**src/rtl/decode_stage.sv**
```systemverilog
// RISC-V instruction decode stage: register file with write-through bypass,
// immediate/control generation, load-use hazard detection and the ID/EX register.
module decode_stage #(
    parameter logic [31:0] NOP = 32'h0000_0013
) (
    input  logic        clk,
    input  logic        rst_n,
    input  logic [31:0] instruccion,
    input  logic [31:0] pc4,
    input  logic        flush,
    input  logic        wb_en,
    input  logic [4:0]  wb_rd,
    input  logic [31:0] wb_data,
    output logic        stall,
    output logic        id_valid,
    output logic [31:0] id_pc4,
    output logic [31:0] id_rs1_data,
    output logic [31:0] id_rs2_data,
    output logic [31:0] id_imm,
    output logic [4:0]  id_rd,
    output logic [4:0]  id_rs1,
    output logic [4:0]  id_rs2,
    output logic [2:0]  id_funct3,
    output logic        id_funct7b5,
    output logic [6:0]  id_opcode,
    output logic        id_regwrite,
    output logic        id_memread,
    output logic        id_memwrite,
    output logic        id_branch,
    output logic        id_jump,
    output logic        id_alusrc,
    output logic        id_illegal
);

    localparam logic [6:0] OP_R      = 7'b0110011;
    localparam logic [6:0] OP_I      = 7'b0010011;
    localparam logic [6:0] OP_LOAD   = 7'b0000011;
    localparam logic [6:0] OP_STORE  = 7'b0100011;
    localparam logic [6:0] OP_BRANCH = 7'b1100011;
    localparam logic [6:0] OP_JAL    = 7'b1101111;
    localparam logic [6:0] OP_JALR   = 7'b1100111;
    localparam logic [6:0] OP_LUI    = 7'b0110111;
    localparam logic [6:0] OP_AUIPC  = 7'b0010111;

    typedef struct packed {
        logic        valid;
        logic [31:0] pc4;
        logic [31:0] rs1_data;
        logic [31:0] rs2_data;
        logic [31:0] imm;
        logic [4:0]  rd;
        logic [4:0]  rs1;
        logic [4:0]  rs2;
        logic [2:0]  funct3;
        logic        funct7b5;
        logic [6:0]  opcode;
        logic        regwrite;
        logic        memread;
        logic        memwrite;
        logic        branch;
        logic        jump;
        logic        alusrc;
        logic        illegal;
    } idex_t;

    logic [31:0] regs_q [32];
    logic [31:0] regs_d [32];
    idex_t       idex_q;
    idex_t       idex_d;
    idex_t       dec;
    logic        uses_rs1;
    logic        uses_rs2;
    logic [31:0] imm_i;
    logic [31:0] imm_s;
    logic [31:0] imm_b;
    logic [31:0] imm_u;
    logic [31:0] imm_j;

    // Reads below use regs_d, so a same-cycle writeback is seen by the decode.
    always_comb begin
        regs_d = regs_q;
        if (wb_en && (wb_rd != 5'd0)) begin
            regs_d[wb_rd] = wb_data;
        end
        regs_d[0] = '0;
    end

    always_ff @(posedge clk or negedge rst_n) begin
        if (!rst_n) begin
            for (int i = 0; i < 32; i++) begin
                regs_q[i] <= '0;
            end
        end else begin
            regs_q <= regs_d;
        end
    end

    assign imm_i = {{20{instruccion[31]}}, instruccion[31:20]};
    assign imm_s = {{20{instruccion[31]}}, instruccion[31:25], instruccion[11:7]};
    assign imm_b = {{19{instruccion[31]}}, instruccion[31], instruccion[7],
                    instruccion[30:25], instruccion[11:8], 1'b0};
    assign imm_u = {instruccion[31:12], 12'h000};
    assign imm_j = {{11{instruccion[31]}}, instruccion[31], instruccion[19:12],
                    instruccion[20], instruccion[30:21], 1'b0};

    always_comb begin
        dec          = '0;
        uses_rs1     = 1'b0;
        uses_rs2     = 1'b0;
        dec.valid    = 1'b1;
        dec.pc4      = pc4;
        dec.rd       = instruccion[11:7];
        dec.rs1      = instruccion[19:15];
        dec.rs2      = instruccion[24:20];
        dec.funct3   = instruccion[14:12];
        dec.funct7b5 = instruccion[30];
        dec.opcode   = instruccion[6:0];
        dec.rs1_data = regs_d[instruccion[19:15]];
        dec.rs2_data = regs_d[instruccion[24:20]];
        case (instruccion[6:0])
            OP_R: begin
                dec.regwrite = 1'b1;
                uses_rs1     = 1'b1;
                uses_rs2     = 1'b1;
            end
            OP_I: begin
                dec.regwrite = 1'b1;
                dec.alusrc   = 1'b1;
                dec.imm      = imm_i;
                uses_rs1     = 1'b1;
            end
            OP_LOAD: begin
                dec.regwrite = 1'b1;
                dec.memread  = 1'b1;
                dec.alusrc   = 1'b1;
                dec.imm      = imm_i;
                uses_rs1     = 1'b1;
            end
            OP_STORE: begin
                dec.memwrite = 1'b1;
                dec.alusrc   = 1'b1;
                dec.imm      = imm_s;
                uses_rs1     = 1'b1;
                uses_rs2     = 1'b1;
            end
            OP_BRANCH: begin
                dec.branch   = 1'b1;
                dec.imm      = imm_b;
                uses_rs1     = 1'b1;
                uses_rs2     = 1'b1;
            end
            OP_JAL: begin
                dec.regwrite = 1'b1;
                dec.jump     = 1'b1;
                dec.alusrc   = 1'b1;
                dec.imm      = imm_j;
            end
            OP_JALR: begin
                dec.regwrite = 1'b1;
                dec.jump     = 1'b1;
                dec.alusrc   = 1'b1;
                dec.imm      = imm_i;
                uses_rs1     = 1'b1;
            end
            OP_LUI, OP_AUIPC: begin
                dec.regwrite = 1'b1;
                dec.alusrc   = 1'b1;
                dec.imm      = imm_u;
            end
            default: begin
                dec.illegal  = 1'b1;
            end
        endcase
        dec.regwrite = dec.regwrite && (dec.rd != 5'd0);
    end

    // A NOP never stalls; with the default encoding it has no real source anyway.
    assign stall = idex_q.valid && idex_q.memread && (idex_q.rd != 5'd0) && !flush &&
                   (instruccion != NOP) &&
                   ((uses_rs1 && (dec.rs1 == idex_q.rd)) ||
                    (uses_rs2 && (dec.rs2 == idex_q.rd)));

    always_comb begin
        idex_d = dec;
        if (flush || stall) begin
            idex_d = '0;
        end
    end

    always_ff @(posedge clk or negedge rst_n) begin
        if (!rst_n) begin
            idex_q <= '0;
        end else begin
            idex_q <= idex_d;
        end
    end

    assign id_valid    = idex_q.valid;
    assign id_pc4      = idex_q.pc4;
    assign id_rs1_data = idex_q.rs1_data;
    assign id_rs2_data = idex_q.rs2_data;
    assign id_imm      = idex_q.imm;
    assign id_rd       = idex_q.rd;
    assign id_rs1      = idex_q.rs1;
    assign id_rs2      = idex_q.rs2;
    assign id_funct3   = idex_q.funct3;
    assign id_funct7b5 = idex_q.funct7b5;
    assign id_opcode   = idex_q.opcode;
    assign id_regwrite = idex_q.regwrite;
    assign id_memread  = idex_q.memread;
    assign id_memwrite = idex_q.memwrite;
    assign id_branch   = idex_q.branch;
    assign id_jump     = idex_q.jump;
    assign id_alusrc   = idex_q.alusrc;
    assign id_illegal  = idex_q.illegal;

endmodule

```
**config.mk**
```make
export PLATFORM = sky130hd
export DESIGN_NAME = decode_stage
export DESIGN_NICKNAME = d
export VERILOG_FILES = /design/src/rtl/decode_stage.sv
export SDC_FILE = /design/constraint.sdc
export NUM_CORES = 2
export LEC_CHECK = 0
export ABC_AREA = 0
export BUFFER_PORTS_ARGS = -buffer_cell sky130_fd_sc_hd__buf_2
export CAP_MARGIN = 20
export CORE_UTILIZATION = 26
export CTS_CLUSTER_DIAMETER = 150
export CTS_CLUSTER_SIZE = 10
export DETAILED_ROUTE_END_ITERATION = 10
export GPL_ROUTABILITY_DRIVEN = 0
export PLACE_DENSITY_LB_ADDON = 0.2
export SLEW_MARGIN = 40
export SYNTH_ARGS = -nofsm -noshare
export SYNTH_HDL_FRONTEND = slang
export SYNTH_SLANG_ARGS = --single-unit
```
**constraint.sdc**
```tcl
create_clock -name clk -period 6.6 [get_ports clk]
set_input_delay 0.99 -clock clk [delete_from_list [all_inputs] [get_ports clk]]
set_output_delay 0.99 -clock clk [all_outputs]
set_load 0.05 [all_outputs]
```
Word level (Yosys, flattened, before mapping)
Cells that the tools add are included.
{"block": "word_totals", "ff_bits": 1154, "inputBits": 105, "out_inout_bits": 163}
{"block": "op_classes", "n_lt_le_gt_ge": 4, "eq_ne": 12, "n_mux": 21, "bitwise": 3, "n_reduce_logical": 24}
{"operator": "1024-bit bitwise mux", "count": 1}
{"operator": "992-bit 2-to-1 mux", "count": 1}
{"operator": "32-bit binary-select mux with 5-bit select", "count": 2}
{"operator": "162-bit 2-to-1 mux", "count": 1}
{"operator": "32-bit demux with 5-bit select", "count": 1}
{"operator": "32-bit 2-to-1 mux", "count": 5}
{"operator": "32-bit case mux with 5 select lines", "count": 1}
{"operator": "32-bit by 5-bit != test with 1-bit output (second input constant)", "count": 1}
{"operator": "7-bit by 6-bit equality test with 1-bit output (second input constant)", "count": 3}
{"operator": "7-bit equality test (second input constant)", "count": 3}
{"operator": "6-bit >= comparator (second input constant)", "count": 3}
{"operator": "5-bit inverter with 6-bit output", "count": 3}
{"operator": "5-bit nonzero test", "count": 3}
{"operator": "7-bit by 5-bit equality test with 1-bit output (second input constant)", "count": 2}
{"operator": "7-bit OR reduction", "count": 2}
{"operator": "5-bit equality test", "count": 2}
{"operator": "1-bit logical AND", "count": 10}
{"operator": "1-bit 2-to-1 mux", "count": 9}
{"operator": "9-bit OR reduction", "count": 1}
{"operator": "7-bit by 2-bit equality test with 1-bit output (second input constant)", "count": 1}
{"operator": "6-bit by 1-bit less-than comparator with 1-bit output (second input constant)", "count": 1}
{"operator": "3-bit OR reduction", "count": 2}
{"operator": "6-bit OR reduction", "count": 1}
{"operator": "2-bit OR reduction", "count": 2}
{"operator": "other kinds (2)", "count": 3}

Longest topological paths before layout
{"block": "logic_depth", "word_depth": 11, "depth_mapped": 12, "depth_no_buf": 8}

Least setup slack after synthesis
Ideal clock, no wire load.
{"block": "synth_path", "path_kind": "input port to output port", "startpoint": "input port instruccion[22]", "endpoint": "output port stall", "t_arrival_ps": 3107, "t_required_ps": 5610, "path_slack_ps": 2503, "stages": 6, "path_cell_list": "clkbuf_1 > xor2_1 > nor4_1 > and3_1 > nor2_1 > nor3b_1"}
{"block": "synth_via", "elab_chain_cells": 4}
{"element": "start: declaration", "line_no": "8", "source": "input logic [31:0] instruccion,"}
{"element": "parallel branches: the longest is 3 deep, another holds 32-bit by 5-bit != test with 1-bit output"}
{"element": "1-bit logical AND (*)", "line_no": "179", "source": "(instruccion != NOP) &&"}
{"element": "end: declaration", "line_no": "14", "source": "output logic stall,"}
Mark *: on every way between the ends.

Final worst setup path
{"block": "layout_path", "startpoint": "input port instruccion[18]", "endpoint": "output port stall"}
{"block": "layout_via", "elab_chain_cells": 4}
{"element": "parallel branches: the longest is 3 deep, another holds 32-bit by 5-bit != test with 1-bit output"}
{"element": "1-bit logical AND (*)", "line_no": "179"}
Marks and branches as above.

==> impl_metrics.toml <==
[die]
boundaryPins = 268
die_w_um = 482
std_cell_rows = 175
fp.dieH_um = 482
start_util_pct = 26.2
fp.coreArea_mm2 = 0.228
die_area_mm2 = 0.232

[yosys]
synth_edf_count = 0
syn_inst = 5371
ys_types = 91
synthesis.nets = 5476
synth-main-ff-cell = "dfrtp_1"
ys_seq_area_share_pct = 48.3
synth_warnings = 0
netlist_area_mm2 = 0.0598
synth.ff_latch_count = 1154
async_flop_share_pct = 100
synth_area_per_cell_um2 = 11.1

[clocking]
cts_tree = "built"
clock-sinks = 1154
insertion_delay_ps = 810
postCtsSetupRepairBufs = 0
cts_root_buf = "clkbuf_16"
clockBufferDepth = 3
cts_resized = 0
cts_made_buffers = 134
cts_hold_buf = 0
path_clk_slew_ps = 60
cts_max_level = 4

[setup_path]
worstSetupPathType = "in2out"
reg2reg_slack_ps = 3110
endpoint_kind = "output port"
reg2reg_from = "id_rd[1]"
r2r_cells = 10
cp-startpoint = "instruccion[18]"
critical_path_required_ps = 5610
timing.rr.end = "id_rs1_data[23]"
start_kind = "input port"
arrival_ps = 3550
worstPathMaxFanout = 17

[sta]
finalSetupTns_ps = 0
fin_skew_ps = 38.9
worst_pin_slew_ps = 965
holdWs_ps = 66.3
final.period_utilization_pct = 68.8
finalSetupViolCount = 0
hold_viol = 0
slew_headroom_pct = 35.5
min_period_ps = 4540
setup_ws_ps = 2060
report.final.slew_viol_count = 0
rsz0062_at_grt = "false"
fmax_mhz = 220

[layout]
nNetsFinal = 5675
fin_area_mm2 = 0.0694
drive_gt1_share_pct = 23.0
final_cells = 8614
area.growth.synth_to_final_pct = 16.1
fin_util_pct = 30.4
layout_common_cells = "dfrtp_1 (1154), mux2i_1 (710), inv_1 (658)"
final_common_cell = "dfrtp_1"

[drt]
wl_per_cell_um = 36.4
first_pass_iters = 6
vias = 49300
ant_nets = 0
drt_iter0_drc = 6508
drc = 0
vias_per_cell = 5.72
wirelength_um = 314000

[global_route]
grt_remaining_overflow = 0
grt_pass1_vias = 48800
grt_max_degree = 137
antenna_found_initial = 48
grt_pass1_wl_um = 428000
grt.total_usage_pct = 26.7

[place]
numPortBuffers = 267
hpwl_um = 207000
place_inst = 8433
placed_cell_area_mm2 = 0.0655
place_ws_ps = 1520

[power]
ir_drop_uv = 294
p_total_mw = 20.5
leakage_nw = 35.5
power_density_mw_per_mm2 = 295

[run]
cap_violations = 0

[hold_path]
hp-class = "in2async"

[outcome]
status = "finished clean"
==> report_power, final <==
group	leakage (nW)	total [mW]	internal (mW)	switching, mW
clock network	1.77	6.87	3.72	3.15
logic	18.9	4.93	1.76	3.17
registers	14.9	8.65	8.29	0.359
total	35.5	20.5	13.8	6.68
==> synth_stat cells, drive strengths merged (10+ instances only) <==
cell type	n	area, µm²
dfrtp	1154	28900
mux2i	710	7110
inv	663	2490
nand2	326	1250
mux2	291	3280
clkbuf	271	1020
mux4	220	4950
o21ai	208	1040
buf	182	950
nor2	172	681
a21oi	141	706
o22ai	129	807
nand3	117	586
a22oi	87	653
nor3	72	360
and3	68	425
o211ai	57	433
a211oi	55	413
a22o	42	368
a221oi	38	333
o221ai	25	219
a31oi	21	131
a2111oi	19	166
a2bb2oi	19	166
a32oi	18	158
nand4	18	119
nor4	16	100
a211o	15	131
o32ai	14	123
and2	12	75.1
or4	11	82.6
a21o	10	75.1
a221o	10	100
and4	10	87.6
o2bb2ai	10	87.6
==> how the worst max path moves through the flow <==
stage | to | slack, ps
3_3_place_gp | id_rs1_data[2] | 1550
5_1_grt | stall | 1880
3_5_place_dp | id_rs1_data[11] | 1520
4_1_cts | stall | 2020
6_report | stall | 2060
2_1_floorplan | stall | 2500
==> final cells by class <==
type | count | area [µm²]
clock buffer | 140 | 3480
timing repair buffer | 516 | 3770
antenna | 20 | 50.0
tap | 3009 | 3760
multi-input combinational | 3097 | 26800
clock inverter | 11 | 123
sequential | 1154 | 28900
inverter | 667 | 2520
fill | 23400 | 159000
==> worst max-delay path: stages <==
cell and delay, ps:
buf_2 660, xnor2_1 200, nand3_1 120, nor3_1 500
nor2_1 100, nor3b_1 570, buf_2 400
==> sequential cells by signal, summed over array words and instances (netlist names), 3 cells and up <==
name / flops
regs_q: 992
id_rs2: 5
id_funct3: 3
id_rs1: 5
id_rs2_data: 32
id_pc4: 32
id_imm: 32
id_rs1_data: 32
id_opcode: 7
id_rd: 5
==> layer usage <==
layer  global-route usage (%)  vias up  share of wire [%]
met3                     6.80      821                9.9
met2                     39.8     3070                 43
met5                        0        -              0.067
met1                     35.2    25800                 41
met4                     14.6       34                6.2
li1                         -    19500                  -
==> cell families after synthesis <==
kind of cell / Yosys count / share of synthesized area, %
and+or+nand+nor: 873 / 7.05
AOI/OAI and AO/OA: 993 / 11.4
buffers and inverters: 1120 / 7.48
xor gates and xnor gates: 10 / 0.146
DFF: 1154 / 48.3
muxes: 1221 / 25.7
Note: power is estimated with default switching activity, not from simulation.
